$ cat src/rtl/fft_pkg.sv
// Shared definitions for the FFT input framer: default sample geometry and
// the issue-FSM state encoding.
package fft_pkg;

  localparam int FFT_SAMPLE_W  = 8;
  localparam int FFT_FRAME_LEN = 4;

  typedef enum logic [1:0] {
    ST_IDLE  = 2'd0,
    ST_START = 2'd1,
    ST_WAIT  = 2'd2
  } issue_state_e;

endpackage

$ cat src/rtl/fft_frame_bank.sv
// One frame bank: four sample registers written one slot at a time.
module fft_frame_bank #(
  parameter int SAMPLE_W = fft_pkg::FFT_SAMPLE_W
) (
  input  logic                clk,
  input  logic                reset,
  input  logic                we,
  input  logic [1:0]          widx,
  input  logic [SAMPLE_W-1:0] wdata,
  output logic [SAMPLE_W-1:0] d0,
  output logic [SAMPLE_W-1:0] d1,
  output logic [SAMPLE_W-1:0] d2,
  output logic [SAMPLE_W-1:0] d3
);

  logic [SAMPLE_W-1:0] mem_q [4];
  logic [SAMPLE_W-1:0] mem_d [4];

  // Next bank contents: only the addressed slot changes on a write.
  always_comb begin
    mem_d = mem_q;
    if (we) begin
      mem_d[widx] = wdata;
    end
  end

  // Bank storage; cleared on reset so a discarded frame never leaks out.
  always_ff @(posedge clk or posedge reset) begin
    if (reset) begin
      for (int i = 0; i < 4; i++) begin
        mem_q[i] <= '0;
      end
    end else begin
      mem_q <= mem_d;
    end
  end

  assign d0 = mem_q[0];
  assign d1 = mem_q[1];
  assign d2 = mem_q[2];
  assign d3 = mem_q[3];

endmodule

$ cat src/rtl/fft_input_framer.sv
// Ping-pong framer: collects 4 samples per bank and issues each full bank
// to a 4-point FFT, holding it until the FFT reports completion.
module fft_input_framer
  import fft_pkg::*;
#(
  parameter int SAMPLE_W  = FFT_SAMPLE_W,
  parameter int FRAME_LEN = FFT_FRAME_LEN
) (
  input  logic                clk,
  input  logic                reset,
  input  logic                in_valid,
  input  logic [SAMPLE_W-1:0] in_data,
  output logic                in_ready,
  output logic                start,
  output logic [SAMPLE_W-1:0] x0,
  output logic [SAMPLE_W-1:0] x1,
  output logic [SAMPLE_W-1:0] x2,
  output logic [SAMPLE_W-1:0] x3,
  input  logic                fft_done,
  output logic                busy,
  output logic [7:0]          frame_cnt
);

  localparam logic [1:0] FILL_LAST = 2'(FRAME_LEN - 1);

  issue_state_e state_q, state_d;
  logic         wb_q, wb_d;
  logic         rb_q, rb_d;
  logic [1:0]   full_q, full_d;
  logic [1:0]   fill_q, fill_d;
  logic [7:0]   frame_cnt_q, frame_cnt_d;
  logic         accept;
  logic         fill_done;
  logic         release_frame;

  logic [SAMPLE_W-1:0] a0, a1, a2, a3;
  logic [SAMPLE_W-1:0] b0, b1, b2, b3;

  assign in_ready  = ~full_q[wb_q];
  assign accept    = in_valid & in_ready;
  assign fill_done = accept && (fill_q == FILL_LAST);

  fft_frame_bank #(.SAMPLE_W(SAMPLE_W)) u_bank_a (
    .clk   (clk),
    .reset (reset),
    .we    (accept & ~wb_q),
    .widx  (fill_q),
    .wdata (in_data),
    .d0    (a0),
    .d1    (a1),
    .d2    (a2),
    .d3    (a3)
  );

  fft_frame_bank #(.SAMPLE_W(SAMPLE_W)) u_bank_b (
    .clk   (clk),
    .reset (reset),
    .we    (accept & wb_q),
    .widx  (fill_q),
    .wdata (in_data),
    .d0    (b0),
    .d1    (b1),
    .d2    (b2),
    .d3    (b3)
  );

  // Write side: advance the fill slot; on the last slot flip to the other bank.
  always_comb begin
    wb_d   = wb_q;
    fill_d = fill_q;
    if (accept) begin
      fill_d = fill_q + 2'd1;
      if (fill_done) begin
        fill_d = '0;
        wb_d   = ~wb_q;
      end
    end
  end

  // Issue FSM: launch a full read bank, then wait for the FFT to release it.
  always_comb begin
    state_d       = state_q;
    rb_d          = rb_q;
    frame_cnt_d   = frame_cnt_q;
    release_frame = 1'b0;
    case (state_q)
      ST_IDLE:  if (full_q[rb_q]) state_d = ST_START;
      ST_START: state_d = ST_WAIT;
      ST_WAIT: begin
        if (fft_done) begin
          release_frame = 1'b1;
          rb_d          = ~rb_q;
          frame_cnt_d   = frame_cnt_q + 8'd1;
          state_d       = ST_IDLE;
        end
      end
      default:  state_d = ST_IDLE;
    endcase
  end

  // Full flags: fill and release always target different banks, so both apply.
  always_comb begin
    full_d = full_q;
    if (fill_done)     full_d[wb_q] = 1'b1;
    if (release_frame) full_d[rb_q] = 1'b0;
  end

  // Control state registers.
  always_ff @(posedge clk or posedge reset) begin
    if (reset) begin
      state_q     <= ST_IDLE;
      wb_q        <= 1'b0;
      rb_q        <= 1'b0;
      full_q      <= '0;
      fill_q      <= '0;
      frame_cnt_q <= '0;
    end else begin
      state_q     <= state_d;
      wb_q        <= wb_d;
      rb_q        <= rb_d;
      full_q      <= full_d;
      fill_q      <= fill_d;
      frame_cnt_q <= frame_cnt_d;
    end
  end

  // Outputs: the read bank is presented only while a frame is issued.
  always_comb begin
    start     = (state_q == ST_START);
    busy      = (state_q != ST_IDLE);
    frame_cnt = frame_cnt_q;
    x0        = '0;
    x1        = '0;
    x2        = '0;
    x3        = '0;
    if (busy) begin
      x0 = rb_q ? b0 : a0;
      x1 = rb_q ? b1 : a1;
      x2 = rb_q ? b2 : a2;
      x3 = rb_q ? b3 : a3;
    end
  end

endmodule

$ cat config.mk
export PLATFORM = sky130hd
export DESIGN_NAME = fft_input_framer
export DESIGN_NICKNAME = d
export VERILOG_FILES = /design/src/rtl/fft_pkg.sv /design/src/rtl/fft_frame_bank.sv /design/src/rtl/fft_input_framer.sv
export SDC_FILE = /design/constraint.sdc
export NUM_CORES = 1
export LEC_CHECK = 0
export CAP_MARGIN = 0
export CORE_MARGIN = 4
export CORE_UTILIZATION = 30
export CTS_CLUSTER_SIZE = 25
export DETAILED_ROUTE_END_ITERATION = 16
export PLACE_DENSITY_LB_ADDON = 0.05
export SYNTH_ARGS = -nofsm -noshare
export SYNTH_HDL_FRONTEND = slang
export SYNTH_SLANG_ARGS = --single-unit
$ cat constraint.sdc
create_clock -name clk -period 4.9 [get_ports clk]
set_input_delay 0.98 -clock clk [delete_from_list [all_inputs] [get_ports clk]]
set_output_delay 0.98 -clock clk [all_outputs]
set_load 0.02 [all_outputs]
; ---- After elaboration in Yosys (flattened, before gate mapping)
; Cells that the tools add are included.
; W data, S select, Z words.
[classes]
addsub = 2
multipliers = 0
n_div = 0
order_cmp = 6
n_eq_ne = 5
shift = 0
n_mux = 28
n_bitwise = 10
n_reduce_logical = 9
[op_table]
columns = op, n
row1 = $mux W8, 9
row2 = $bwmux W32, 2
row3 = $demux W8 S2, 1
row4 = $mux W2, 5
row5 = $add A8 B1 Y8 const B, 1
row6 = $mux W1, 8
row7 = $pmux W2 S3, 1
row8 = $reduce_and A2 Y1, 3
row9 = $eq A2 B2 Y1 const B, 2
row10 = $logic_and A1 B1 Y1, 4
row11 = $lt A1 B2 Y1 const B, 2
row12 = $ne A2 B2 Y1 const B, 2
row13 = $and A1 B1 Y1, 3
row14 = $ge A3 B3 Y1 const B, 1
row15 = $lt A3 B1 Y1 const B, 1
row16 = $not A1 Y1, 3
row17 = $not A2 Y3, 1
row18 = $add A2 B1 Y2 const B, 1
row19 = $and A2 B2 Y2, 1
row20 = $demux W1 S1, 2
row21 = $eq A2 B1 Y1 const B, 1
row22 = $ge A1 B1 Y1 const B, 2
row23 = $logic_not A2 Y1, 1
row24 = $not A2 Y2, 1
row25 = 2 further kinds, 2
[totals]
register_bits = 80
latchBits = 0
ramBits = 0
rom_bits = 0
in_bits = 12
memories = 0

; ---- Logic depth before layout (Yosys ltp)
[depth]
ltp_word = 8
depth_mapped = 5
depth_no_buf = 4

; ---- By module
; From an unflattened synthesis, not the netlist that was laid out.
[unflattened]
hier_cells = 272
hier_area_um2 = 3667.3
[modules_own_cells]
columns = module, instances, cells_per_inst, area_each_um2, seq_area_each_um2
row1 = fft_frame_bank, 2, 69, 1216.2, 800.8
row2 = fft_input_framer, 1, 134, 1234.9, 400.4

; ---- Least setup slack after synthesis
; OpenSTA, ideal clock, no wires.
[synth_path]
path_kind = register to output
from = register rb_q
to = output port x0[0]
arrival_ps = 1175
required_time_ps = 3920
slack_ps = 2745
stages_incl_launch_ff = 5
n_path_buf = 2
path_cell_list = dfrtp_1 > buf_2 > buf_2 > mux2i_1 > nor2_1
[synth_via]
elab_chain_len = 2
[synth_rtl]
columns = item, line_no
row1 = start: declaration, fft_input_framer.sv:28  ; logic rb_q, rb_d;
row2 = start signal: assignment, fft_input_framer.sv:120  ; rb_q <= rb_d;
row3 = $mux W8, fft_input_framer.sv:137  ; x0 = rb_q ? b0 : a0;
row4 = $mux W8, fft_input_framer.sv:136  ; if (busy) begin
row5 = end: declaration, fft_input_framer.sv:15  ; output logic [SAMPLE_W-1:0] x0,
; Every way passes these cells.

; ---- Worst setup path after layout
[layout_path]
from = register rb_q
to = output port x2[3]
[layout_via]
elab_chain_len = 2
[layout_rtl]
columns = item, line_no
row1 = $mux W8, fft_input_framer.sv:139  ; x2 = rb_q ? b2 : a2;
row2 = $mux W8, fft_input_framer.sv:136
row3 = end: declaration, fft_input_framer.sv:17  ; output logic [SAMPLE_W-1:0] x2,
; Every way passes these cells.

==> metrics.md <==
| Metric | Value |
|---|---|
| Final ANT Viol Nets | `0` |
| PortBufs | `54` |
| Delay-heaviest family, CP | `flip-flops` |
| Initial Utilization | `31.2%` |
| GRT overflow | `0` |
| Post-DP Area | `around 4500 sq um` |
| Largest net degree at the start of global routing | `58` |
| CTS root buffer | `clkbuf_16` |
| Worst path depth | `4` |
| Crit path from | `rb_q` |
| Post-CTS Setup Bufs | `0` |
| Finished layout cell area | `4800 sq um` |
| Nets@finish | `350` |
| Syn Nets | `between 200 and 300` |
| Clk_skew | `between 0.006 and 0.007 ns` |
| Cell Chain, Critical Path | `buf_4, mux2i_1, nor2_1, clkdlybuf4s50_1` |
| Crit path launch type | `flip-flop` |
| Cell area after synthesis | `3820 sq um` |
| Biggest area consumer among synthesized cells | `dfrtp_1` |
| N_diodes | `0` |
| Worst hold slack | `0.476 ns` |
| DP HPWL | `5670 um` |
| Critical R2R Launch | `fill_q[0]` |
| Reg2Reg Depth | `4` |
| HP Class | `flip-flop to flip-flop` |
| Die area | `~15000 sq um` |
| Post-Synthesis Cells | `277` |
| Status | `finished clean` |
| Classification of the worst setup path | `flip-flop to primary output` |
| Post-CTS resize count | `0` |
| Hold Path Origin | `frame_cnt[7]` |
| Synthesis warning total | `0` |
| Slew @ Worst Pin | `1.09 ns` |
| Worst VDD drop | `213 uV` |
| Worst Path Max Fanout | `34` |
| Core footprint | `12300 sq um` |
| Clock sinks | `80` |
| Synth area leaders | `dfrtp_1 (52%), mux2_4 (13%), mux2_2 (10%)` |
| CTS tree | `done` |
| Bufs on Longest Clock Path | `2` |
| Hold Vio Cnt, Final | `0` |
| WP data arrival | `2.50 ns` |
| Place WS | `1.74 ns` |
| Area delta synth->final | `25.5%` |
| Slew HR | `27.5%` |
| H-tree levels | `3` |
| Global-route wire length before repair | `roughly 14000 um` |
| Num CTS Buffers | `9` |
| Max-cap violations | `0` |
| Number of global-route vias before repair | `about 2400` |
| Die Y | `~120 um` |
| Overall power | `between 3 and 4 mW` |
| CP Capture Type | `primary output` |
| Syn_area_per_cell | `13.8 sq um` |
| Avg WL per Cell | `17.8 um` |
| Hold path depth | `1` |
| Final worst-path cycle share | `70.9%` |
| Final WS setup | `1.42 ns` |
| Starting DRT DRC Count | `~110` |
| Routability-driven placement congestion ratio | `0.636` |
| Setup_tns | `0 ns` |
| Seq/Total Area, Yosys | `52.4%` |
| Detailed Route WL | `8970 um` |
| Fmax | `288 MHz` |
| Max Slew Vio Count | `0` |
| Core Util, Final | `around 39%` |
| Non-filler cells in the finished layout | `505` |
| Register bit total from synthesis | `80` |
| Antenna violations before repair | `0` |
| Post-Place Cells | `490` |
| Layout cell share with drive strength beyond 1 | `27.6%` |
| Setup-failing EPs final | `0` |
| Drt drc | `0` |
| Worst path required time | `3.92 ns` |
| CP max-delay cell | `dfrtp_2` |
| Static leakage | `2.20 nW` |
| Row cnt | `40` |
| Min Tclk post-route | `3.48 ns` |
| Hold Buf Count CTS | `0` |
| Vias post-DR | `2241` |
| Via density | `4.44` |
| Area share of the largest cell type after synthesis | `52.4%` |
| Drt first pass iters | `4` |
| Power per cell area | `between 700 and 800 nW/um^2` |
| Latest clock arrival within the worst-skew pair | `~0.34 ns` |
| Clock slew seen by the registers of the worst setup and hold paths | `0.06 ns` |
| Max incr delay on CP | `between 1 and 1.5 ns` |
| Top Ports | `55` |
| Tot GR Track Use | `13.2%` |
| Bufs and invs on worst path | `2` |
| Die X | `roughly 120 um` |
| RSZ-0062 raised after global routing | `no` |
| Unique masters post-synth | `29` |
## per-layer routing
layer	wire (um)	global-route usage (%)	up-vias
met3	415	4.66	7
li1	-	-	1072
met1	4550	18.3	1119
met4	106	3.82	0
met2	3900	19.2	43
met5	0	0	-
## path summary, 6_finish.rpt
| path | end | slack, ns |
|---|---|---|
| worst max-delay path | x2[3] | 1.42 |
| worst min-delay path | frame_cnt[7] | 0.48 |
| worst max register to register | u_bank_a.d2[7] | 3.09 |
| worst min register to register | frame_cnt[7] | 0.48 |
| max in group asynchronous | u_bank_b.d3[6] | 2.85 |
| min in group asynchronous | frame_cnt[7] | 1.17 |
## registers in the layout, indices dropped and copies added, names as in the netlist, 2 cells and up
register / flops
u_bank_a.d2: 8
state_q: 2
fill_q: 2
u_bank_b.d2: 8
u_bank_a.d3: 8
frame_cnt: 8
u_bank_a.d1: 8
u_bank_b.d0: 8
u_bank_b.d3: 8
u_bank_a.d0: 8
full_q: 2
u_bank_b.d1: 8
## synthesized netlist by cell type
master and instances:
nor3_1 3, mux2_4 32, clkbuf_1 3, nor2_1 35, nand2_1 7, and3b_1 1, buf_4 4, o22a_1 1
and3b_2 1, a21oi_1 2, ha_1 5, nor3b_1 1, nor3b_2 1, nor2b_1 1, inv_1 4, buf_2 4
buf_12 1, xor2_1 3, mux2_2 34, and2_1 4, nand3b_1 1, nand3_1 1, dfrtp_1 80, or2_2 1
a21o_1 1, nand2_8 4, mux2i_1 34, xnor2_1 5, nand4_1 3
## cell type report
class                   instances  area (sq um)
fillers                      1200          7460
flip-flops and latches         80          2000
multi-input cells             181          1730
repair buffers                 57           563
clock buffers                  10           229
well taps                     168           210
clock inverters                 5          50.0
inverters                       4          16.3
## kinds of logic after synthesis
logic type	count (synthesis)	synth area share [%]
mux	100	31.5
simple gates	64	9.43
compound gates	4	0.688
buf+inv	16	2.52
flops	80	52.4
fa+ha+maj	5	1.64
xor+xnor	8	1.83
## report_power, final
part	total (mW)	leakage (nW)	internal (mW)	switching [mW]
clock network	0.651	0.142	0.388	0.263
logic	1.49	1.08	0.834	0.652
registers	1.25	0.981	0.972	0.274
## cell usage in the layout (no fill, tap or decap), types with 2 or more instances in the layout
| cell type | Yosys | routed |
|---|---|---|
| mux2i_1 | 34 | 34 |
| nand2_1 | 7 | 7 |
| clkbuf_16 | 0 | 9 |
| mux2_2 | 34 | 34 |
| xor2_1 | 3 | 3 |
| a21oi_1 | 2 | 2 |
| clkinv_2 | 0 | 5 |
| nand4_1 | 3 | 3 |
| xnor2_1 | 5 | 5 |
| nand2_8 | 4 | 4 |
| nor2_1 | 35 | 34 |
| dfrtp_1 | 80 | 79 |
| and2_1 | 4 | 4 |
| nor3_1 | 3 | 3 |
| mux2_4 | 32 | 32 |
| inv_1 | 4 | 3 |
| clkdlybuf4s50_1 | 0 | 54 |
| buf_4 | 4 | 3 |
| ha_1 | 5 | 5 |
Note: power is estimated with default switching activity, not from simulation.
